### config.mk
export PLATFORM = sky130hd
export DESIGN_NAME = isq_cond_update_bcast
export DESIGN_NICKNAME = d
export VERILOG_FILES = /design/src/rtl/isq_cond_update_bcast_pkg.sv /design/src/rtl/isq_cond_update_bcast_fifo.sv /design/src/rtl/isq_cond_update_bcast.sv
export SDC_FILE = /design/constraint.sdc
export NUM_CORES = 1
export LEC_CHECK = 0
export ABC_AREA = 1
export BUFFER_PORTS_ARGS = -buffer_cell sky130_fd_sc_hd__buf_2
export CAP_MARGIN = 20
export CORE_ASPECT_RATIO = 0.9
export CORE_MARGIN = 1
export CORE_UTILIZATION = 35
export CTS_BUF_LIST = sky130_fd_sc_hd__clkbuf_16
export DETAILED_ROUTE_END_ITERATION = 10
export SETUP_SLACK_MARGIN = 0.15
export SLEW_MARGIN = 40
export SYNTH_ARGS = -nofsm -noshare
export SYNTH_HDL_FRONTEND = slang
export SYNTH_HIERARCHICAL = 1
export SYNTH_SLANG_ARGS = --single-unit
### constraint.sdc
create_clock -name clock -period 5.5 [get_ports clock]
set_clock_uncertainty 0.05 [all_clocks]
set_input_delay 0.55 -clock clock [delete_from_list [all_inputs] [get_ports clock]]
set_output_delay 0.55 -clock clock [all_outputs]
set_load 0.01 [all_outputs]
### src/rtl/isq_cond_update_bcast_pkg.sv
// -----------------------------------------------------------------------------
// isq_cond_update_bcast_pkg
//
// Shared types and helpers for the issue-queue condition-update broadcast
// initiator:
//   - cbcast_entry_t : one buffered update {robid, mask, value, kill}
//   - is_younger()   : wrap-aware "entry is younger than flush boundary" test
//   - cbcast_ptr_w() : FIFO pointer width (index bits plus one wrap bit)
//
// Reuses the global ROB_SIZE_LOG, ISQ_CONDITION_WIDTH and ROB_STATE_ROLLIBACK
// macros. Fallback values are provided for standalone builds only.
// -----------------------------------------------------------------------------
`ifndef ROB_SIZE_LOG
`define ROB_SIZE_LOG 6
`endif
`ifndef ISQ_CONDITION_WIDTH
`define ISQ_CONDITION_WIDTH 4
`endif
`ifndef ROB_STATE_ROLLIBACK
`define ROB_STATE_ROLLIBACK 2'd2
`endif

package isq_cond_update_bcast_pkg;

  // robid carries a wrap bit above the ROB index.
  localparam int ROBID_W = `ROB_SIZE_LOG + 1;
  localparam int COND_W  = `ISQ_CONDITION_WIDTH;

  localparam int CBCAST_DEFAULT_DEPTH = 8;

  typedef logic [ROBID_W-1:0] robid_t;
  typedef logic [COND_W-1:0]  cond_t;

  typedef struct packed {
    robid_t robid;
    cond_t  mask;
    cond_t  value;
    logic   kill;
  } cbcast_entry_t;

  // Pointer width: index bits plus one extra bit so full and empty differ.
  function automatic int cbcast_ptr_w(input int depth);
    return $clog2(depth) + 1;
  endfunction

  // e is younger than f when it sits after f in ROB order. Differing wrap
  // bits invert the plain index comparison.
  function automatic logic is_younger(input robid_t e, input robid_t f);
    return f[ROBID_W-1] ^ e[ROBID_W-1] ^ (f[ROBID_W-2:0] < e[ROBID_W-2:0]);
  endfunction

endpackage

### src/rtl/isq_cond_update_bcast_fifo.sv
// -----------------------------------------------------------------------------
// cbcast_multi_push_fifo
//
// N-write / 1-read FIFO of cbcast_entry_t with a per-slot kill input.
//
// Ports:
//   clock, reset     : clock, asynchronous active-high reset
//   push_valid[N]    : write request per lane; lanes pack in ascending order
//   push_data[N]     : entry per lane (kill bit included)
//   pop              : remove the head entry (caller guarantees non-empty)
//   clear            : drop all contents (head <- tail), pushes ignored
//   kill_vec[D]      : set the kill bit of each flagged slot
//   head_entry       : current head entry, read before this cycle's pushes
//   slot_robid[D]    : robid stored in every slot, for flush comparison
//   empty, count     : occupancy (count = tail - head)
// -----------------------------------------------------------------------------
module cbcast_multi_push_fifo
  import isq_cond_update_bcast_pkg::*;
#(
  parameter  int NUM_SRC    = 2,
  parameter  int FIFO_DEPTH = CBCAST_DEFAULT_DEPTH,
  localparam int PTR_W      = cbcast_ptr_w(FIFO_DEPTH)
) (
  input  logic                             clock,
  input  logic                             reset,
  input  logic          [NUM_SRC-1:0]      push_valid,
  input  cbcast_entry_t [NUM_SRC-1:0]      push_data,
  input  logic                             pop,
  input  logic                             clear,
  input  logic          [FIFO_DEPTH-1:0]   kill_vec,
  output cbcast_entry_t                    head_entry,
  output robid_t        [FIFO_DEPTH-1:0]   slot_robid,
  output logic                             empty,
  output logic          [PTR_W-1:0]        count
);

  localparam int AW = PTR_W - 1;

  cbcast_entry_t                     mem [FIFO_DEPTH];
  logic          [FIFO_DEPTH-1:0]    kill_q;
  logic          [PTR_W-1:0]         head_q;
  logic          [PTR_W-1:0]         tail_q;
  logic          [NUM_SRC-1:0][PTR_W-1:0] wr_ptr;
  logic          [PTR_W-1:0]         push_cnt;

  // Each accepted lane lands at tail plus the number of accepted lanes
  // below it, so lanes pack densely in ascending index order.
  // NOTE: blocking '=' is correct here; push_cnt is a running sum inside one
  // combinational evaluation, and giving it a value before the loop also
  // keeps the block free of inferred latches.
  always_comb begin
    push_cnt = '0;
    for (int i = 0; i < NUM_SRC; i++) begin
      wr_ptr[i] = tail_q + push_cnt;
      if (push_valid[i]) push_cnt = push_cnt + PTR_W'(1);
    end
  end

  always_ff @(posedge clock or posedge reset) begin
    if (reset) begin
      head_q <= '0;
      tail_q <= '0;
    end else if (clear) begin
      head_q <= tail_q;
    end else begin
      if (pop) head_q <= head_q + PTR_W'(1);
      tail_q <= tail_q + push_cnt;
    end
  end

  // Kill bits are sticky until the slot is rewritten by a push; a push
  // replaces whatever a flush marked in that (free) slot.
  always_ff @(posedge clock or posedge reset) begin
    if (reset) begin
      kill_q <= '0;
    end else begin
      kill_q <= kill_q | kill_vec;
      for (int i = 0; i < NUM_SRC; i++) begin
        if (push_valid[i] && !clear) kill_q[wr_ptr[i][AW-1:0]] <= push_data[i].kill;
      end
    end
  end

  // NOTE: the payload array has no reset; only slots between head and tail
  // are ever observed, and pointers plus kill bits carry all reset state.
  always_ff @(posedge clock) begin
    for (int i = 0; i < NUM_SRC; i++) begin
      if (push_valid[i] && !clear) mem[wr_ptr[i][AW-1:0]] <= push_data[i];
    end
  end

  always_comb begin
    head_entry      = mem[head_q[AW-1:0]];
    head_entry.kill = kill_q[head_q[AW-1:0]];
  end

  always_comb begin
    for (int i = 0; i < FIFO_DEPTH; i++) slot_robid[i] = mem[i].robid;
  end

  assign empty = (head_q == tail_q);
  assign count = tail_q - head_q;

endmodule

### src/rtl/isq_cond_update_bcast.sv
// -----------------------------------------------------------------------------
// isq_cond_update_bcast
//
// Initiator side of the issue-queue condition-update broadcast. Accepts up to
// NUM_SRC requests per cycle into an in-order FIFO and drives one registered
// update_condition_* broadcast per cycle. A rollback flush squashes pending
// updates for robids younger than flush_robid.
//
// Configuration macro ISQ_CBCAST_FLUSH_FILTER_EN:
//   defined   : selective kill of younger entries (FIFO, incoming, output)
//   undefined : a rollback flush empties the FIFO, drops same-cycle requests
//               and clears the output register
//   src_ready never depends on flush or src_valid.
//
// Ports:
//   clock, reset             : clock, asynchronous active-high reset
//   src_valid/ready[N]       : per-source request handshake
//   src_robid/mask/value[N]  : request payload
//   update_condition_*       : registered broadcast to the issue queue
//   rob_state                : flush acts only in ROB_STATE_ROLLIBACK
//   flush_valid, flush_robid : flush request and boundary
//   pending_count            : occupied FIFO slots
// -----------------------------------------------------------------------------
module isq_cond_update_bcast
  import isq_cond_update_bcast_pkg::*;
#(
  parameter  int NUM_SRC    = 2,
  parameter  int FIFO_DEPTH = CBCAST_DEFAULT_DEPTH,
  localparam int PTR_W      = cbcast_ptr_w(FIFO_DEPTH)
) (
  input  logic                              clock,
  input  logic                              reset,
  input  logic [NUM_SRC-1:0]                src_valid,
  output logic [NUM_SRC-1:0]                src_ready,
  input  logic [NUM_SRC-1:0][ROBID_W-1:0]   src_robid,
  input  logic [NUM_SRC-1:0][COND_W-1:0]    src_mask,
  input  logic [NUM_SRC-1:0][COND_W-1:0]    src_value,
  output logic                              update_condition_valid,
  output logic [ROBID_W-1:0]                update_condition_robid,
  output logic [COND_W-1:0]                 update_condition_mask,
  output logic [COND_W-1:0]                 update_condition_in,
  input  logic [1:0]                        rob_state,
  input  logic                              flush_valid,
  input  logic [ROBID_W-1:0]                flush_robid,
  output logic [PTR_W-1:0]                  pending_count
);

`ifdef ISQ_CBCAST_FLUSH_FILTER_EN
  localparam bit FLUSH_ALL = 1'b0;
`else
  localparam bit FLUSH_ALL = 1'b1;
`endif

  logic                             flush_act;
  logic                             clear_all;
  logic                             has_space;
  logic [NUM_SRC-1:0]               accept;
  logic [NUM_SRC-1:0]               push_valid;
  cbcast_entry_t [NUM_SRC-1:0]      push_data;
  logic [FIFO_DEPTH-1:0]            kill_vec;
  robid_t [FIFO_DEPTH-1:0]          slot_robid;
  cbcast_entry_t                    head_entry;
  logic                             fifo_empty;
  logic                             pop;
  logic                             head_young;
  logic [PTR_W-1:0]                 count;

  assign flush_act = flush_valid && (rob_state == `ROB_STATE_ROLLIBACK);
  assign clear_all = FLUSH_ALL && flush_act;

  // Ready is a function of registered occupancy only: worst case every
  // source pushes while nothing pops, so NUM_SRC free slots are required.
  assign has_space = (PTR_W'(FIFO_DEPTH) - count) >= PTR_W'(NUM_SRC);
  assign src_ready = {NUM_SRC{has_space}};
  assign accept    = src_valid & src_ready;

  // The younger-compare runs in both builds. When the whole FIFO is being
  // cleared the kill marks land only on dead slots and dropped pushes, so
  // they are harmless there.
  always_comb begin
    push_valid = clear_all ? '0 : accept;
    for (int i = 0; i < NUM_SRC; i++) begin
      push_data[i].robid = src_robid[i];
      push_data[i].mask  = src_mask[i];
      push_data[i].value = src_value[i];
      push_data[i].kill  = flush_act && is_younger(src_robid[i], flush_robid);
    end
  end

  always_comb begin
    for (int i = 0; i < FIFO_DEPTH; i++) begin
      kill_vec[i] = flush_act && is_younger(slot_robid[i], flush_robid);
    end
  end

  cbcast_multi_push_fifo #(
    .NUM_SRC    (NUM_SRC),
    .FIFO_DEPTH (FIFO_DEPTH)
  ) u_fifo (
    .clock      (clock),
    .reset      (reset),
    .push_valid (push_valid),
    .push_data  (push_data),
    .pop        (pop),
    .clear      (clear_all),
    .kill_vec   (kill_vec),
    .head_entry (head_entry),
    .slot_robid (slot_robid),
    .empty      (fifo_empty),
    .count      (count)
  );

  // The head is removed every non-empty cycle; an entry leaving during a
  // flush is checked here because kill_vec only reaches it next cycle.
  assign pop        = !fifo_empty;
  assign head_young = flush_act && is_younger(head_entry.robid, flush_robid);

  always_ff @(posedge clock or posedge reset) begin
    if (reset) begin
      update_condition_valid <= 1'b0;
      update_condition_robid <= '0;
      update_condition_mask  <= '0;
      update_condition_in    <= '0;
    end else if (clear_all) begin
      update_condition_valid <= 1'b0;
      update_condition_robid <= '0;
      update_condition_mask  <= '0;
      update_condition_in    <= '0;
    end else if (pop) begin
      update_condition_valid <= !head_entry.kill && !head_young;
      update_condition_robid <= head_entry.robid;
      update_condition_mask  <= head_entry.mask;
      update_condition_in    <= head_entry.value;
    end else begin
      update_condition_valid <= 1'b0;
    end
  end

  assign pending_count = count;

endmodule
==> results by group <==
Outcome
  – Outcome: finished clean

Yosys
  – Seq/Total Area, Yosys: 0.412
  – Synth area leaders: edfxtp_1, nand2_1, dfrtp_1
  – Post-Syn Instances: 1,308
  – Synth warnings: 6
  – Post-synth ARST share: 0.211
  – Synthesized area per cell: 8.17 um^2
  – Syn Nets: roughly 1,400
  – Area share of the largest cell type after synthesis: 0.337
  – Unique cell type count in the Yosys netlist: 38
  – Seq cells post-synth: about 150
  – Top FF cell, synth: edfxtp_1
  – Area leader, netlist: edfxtp_1
  – Synth Cell Area: 10,700 um^2
  – EDFF count, synth: 120

Worst setup path
  – Worst reg2reg path depth: 19
  – Worst path buffer plus inverter count: 4
  – Critical path arrival: approximately 4700 ps
  – Setup CP Type: flop to flop
  – Worst R2R Setup Slack: around 790 ps
  – Crit-path leading delay family: simple AND/OR/NAND/NOR gates
  – CP required: 5500 ps
  – CP cell instances: clkinv_1 > ha_1 > fa_1 > inv_1 > inv_1 > ha_1 > nor2_1 > nor2_1 > o21ai_0 > nor2_1 > nor2_1 > ha_1 > ha_1 > inv_1 > nand2_1 > nand2_4 > nor2_4 > nand2_4 > nand2_1
  – Critical R2R Capture: u_fifo/mem[3][11]
  – WP depth: 19
  – Worst Setup EP: u_fifo/mem[3][11]
  – Crit-path slowest cell: nand2_1
  – Crit. Startpoint: u_fifo/tail_q[0]
  – Worst r2r src: u_fifo/tail_q[0]
  – Worst path max stage delay: between 600 and 700 ps
  – Critical path launch point type: flop
  – CP max FO: 32
  – Worst setup EP type: flop

Drt
  – Drt total wl: 29,600 um
  – Vias per cell: 4.99
  – Drt first pass iters: 5
  – WL/cell: about 18 um
  – DRT antenna net count: 0
  – DR iter-0 viols: 720
  – DRC: 0
  – Via count: 8,399

Global route
  – Initial antenna violation count: 0
  – Vias in the first global route: 7,953
  – Total grt overflow: 0
  – Largest net degree at the start of global routing: 69
  – First-pass GRT wire length: 45,000 um
  – Total GRT Usage: 0.195

Floorplan
  – Core ar.: 30,000 um^2
  – Die H: 168 um
  – Cell row count: 60
  – Boundary pin count: 66
  – Die Width: 186 um
  – Die area: 31,300 um^2
  – Initial core utilization: 0.357

Timing
  – Final Max Tran Viols: 0
  – Final hold vios: 0
  – Final setup viols: 0
  – Max transition margin: 0.467
  – Setup TNS: 0 ps
  – RSZ-0062 raised after global routing: false
  – Tmin final: 4710 ps
  – Max Clk Rate: approximately 0.21 GHz
  – Least-Margin Pin Slew: 797 ps
  – Share of the clock period used by the worst path: 0.856

Placement
  – RD Place Congestion: about 0.9
  – PortBufs: 65
  – Post-detail-place hpwl: 20,700 um

Final layout
  – Layout cell share with drive strength beyond 1: 0.134
  – Diode count: 0
  – Area growth syn-to-layout: 4.26%
  – Nets: ~1,400
  – Final Core Density: 0.372

Clocking
  – CTS Sinks: between 150 and 200
  – H-Tree Depth: 4
  – CTS root buf: clkbuf_16
  – # hold bufs at CTS: 0
  – # resized after CTS: 0
  – CTS clk-pin slew, worst paths: 60 ps
  – TritonCTS buffer count: 17
  – CTS tree: done
  – CTS max path bufs: 2
  – Later-pin clock latency in the skew report: ~420 ps
  – Setup Fix Bufs, Post-CTS: 0

Power and ir drop
  – Pleak: ~0.0053 uW
  – PwrDens: 600 nW/um^2
  – Tot Pwr: approximately 6700 uW
  – Max VDD drop: 240 uV

Worst hold path
  – Hold/Removal Path Class: input port to async pin

Job
  – Max Cap Viol: 0
[metrics by stage]
step | worst slack [ps] | hold slack, ps | std cells | instance area (um^2)
after global routing | 421 | 193 | 1683 | 11100
after floorplan | 1540 | 414 | 1308 | 10700
after detailed placement | 885 | 416 | 1651 | 10600
final | 790 | 155 | 1683 | 11100
after CTS | 838 | 166 | 1683 | 11100
after global placement | 1010 | 420 | 1651 | 10600
[Yosys cell counts (3+ instances only)]
cell,count
a21oi_1,27
nand2_4,10
o21ai_1,99
nand2_1,323
nor2_4,7
edfxtp_1,120
buf_2,26
clkinv_1,3
xnor2_1,4
a22oi_2,8
o21ai_2,32
inv_1,152
dfrtp_1,32
ha_1,62
clkbuf_1,11
xor2_1,11
nor2_1,125
nand4_1,6
o21ai_0,90
buf_4,64
a22o_1,4
buf_6,28
nand3_1,43
[where the power goes]
part | internal, uW | total (uW) | leakage, uW | switching (uW)
clock | 622 | 1100 | 0.000269 | 479
combinational | 1080 | 3430 | 0.00351 | 2350
sequential | 1880 | 2160 | 0.00147 | 274
total | 3590 | 6690 | 0.00525 | 3100
[cell type report]
class | instances | area, um^2
fillers | 3035 | 18800
multi-input cells | 867 | 4710
flip-flops and latches | 152 | 4410
inverters | 159 | 604
well taps | 403 | 504
clock buffers | 17 | 425
repair buffers | 70 | 363
clock inverters | 15 | 129
[kinds of logic (layout without fill, tap and decap cells)]
group	Yosys count	in the layout	synth area share
AND/OR/NAND/NOR	525	525	0.210
buffers and inverters	289	261	0.147
AO/OA/AOI/OAI	263	263	0.142
flip-flops	152	152	0.412
adder cells (fa/ha/maj)	64	64	0.0763
XOR/XNOR	15	15	0.0123
[flip-flops by register name (all words and copies together) (netlist names)]
name / flops
u_fifo/tail_q: 4
update_condition_mask: 4
u_fifo/mem: 120
u_fifo/kill_q: 8
update_condition_valid: 1
update_condition_in: 4
update_condition_robid: 7
u_fifo/head_q: 4
[worst min-delay path by stage]
| stage | from | slack [ps] | to |
|---|---|---|---|
| after floorplan | reset | 410 | u_fifo/head_q[0] |
| after global placement | update_condition_mask[3] | 420 | update_condition_mask[3] |
| after detailed placement | update_condition_robid[1] | 420 | update_condition_robid[1] |
| after CTS | reset | 170 | update_condition_mask[0] |
| after global routing | reset | 190 | update_condition_mask[0] |
| final | reset | 160 | update_condition_mask[3] |
[cell usage in the layout (no fill, tap or decap), types with 2 or more instances in the layout]
cell        synthesis  final
a21oi_1            27     27
a22o_1              4      4
a22oi_2             8      8
buf_2              26     65
buf_4              64      5
clkbuf_16           0     17
clkinv_1            3      4
clkinv_2            0      2
clkinv_4            0      4
clkinvlp_4          0      2
dfrtp_1            32     30
dfrtp_2             0      2
edfxtp_1          120    120
fa_1                2      2
ha_1               62     62
inv_1             152    153
inv_2               2      2
inv_6               1      4
nand2_1           323    323
nand2_2             2      2
nand2_4            10     10
nand3_1            43     43
nand3_2             2      2
nand3b_1            2      2
nand4_1             6      6
nor2_1            125    124
nor2_2              1      2
nor2_4              7      7
nor2_8              2      2
o21ai_0            90     90
o21ai_1            99     99
o21ai_2            32     32
xnor2_1             4      4
xor2_1             11     11
[routing by layer]
| metal | global-route usage | up-vias | part of all wire |
|---|---|---|---|
| met5 | 0 | - | 0 |
| met4 | 0.0798 | 0 | 0.035 |
| met3 | 0.0314 | 61 | 0.074 |
| met2 | 0.317 | 325 | 0.46 |
| met1 | 0.258 | 3886 | 0.43 |
| li1 | - | 4127 | - |
Note: power is estimated with default switching activity, not from simulation.
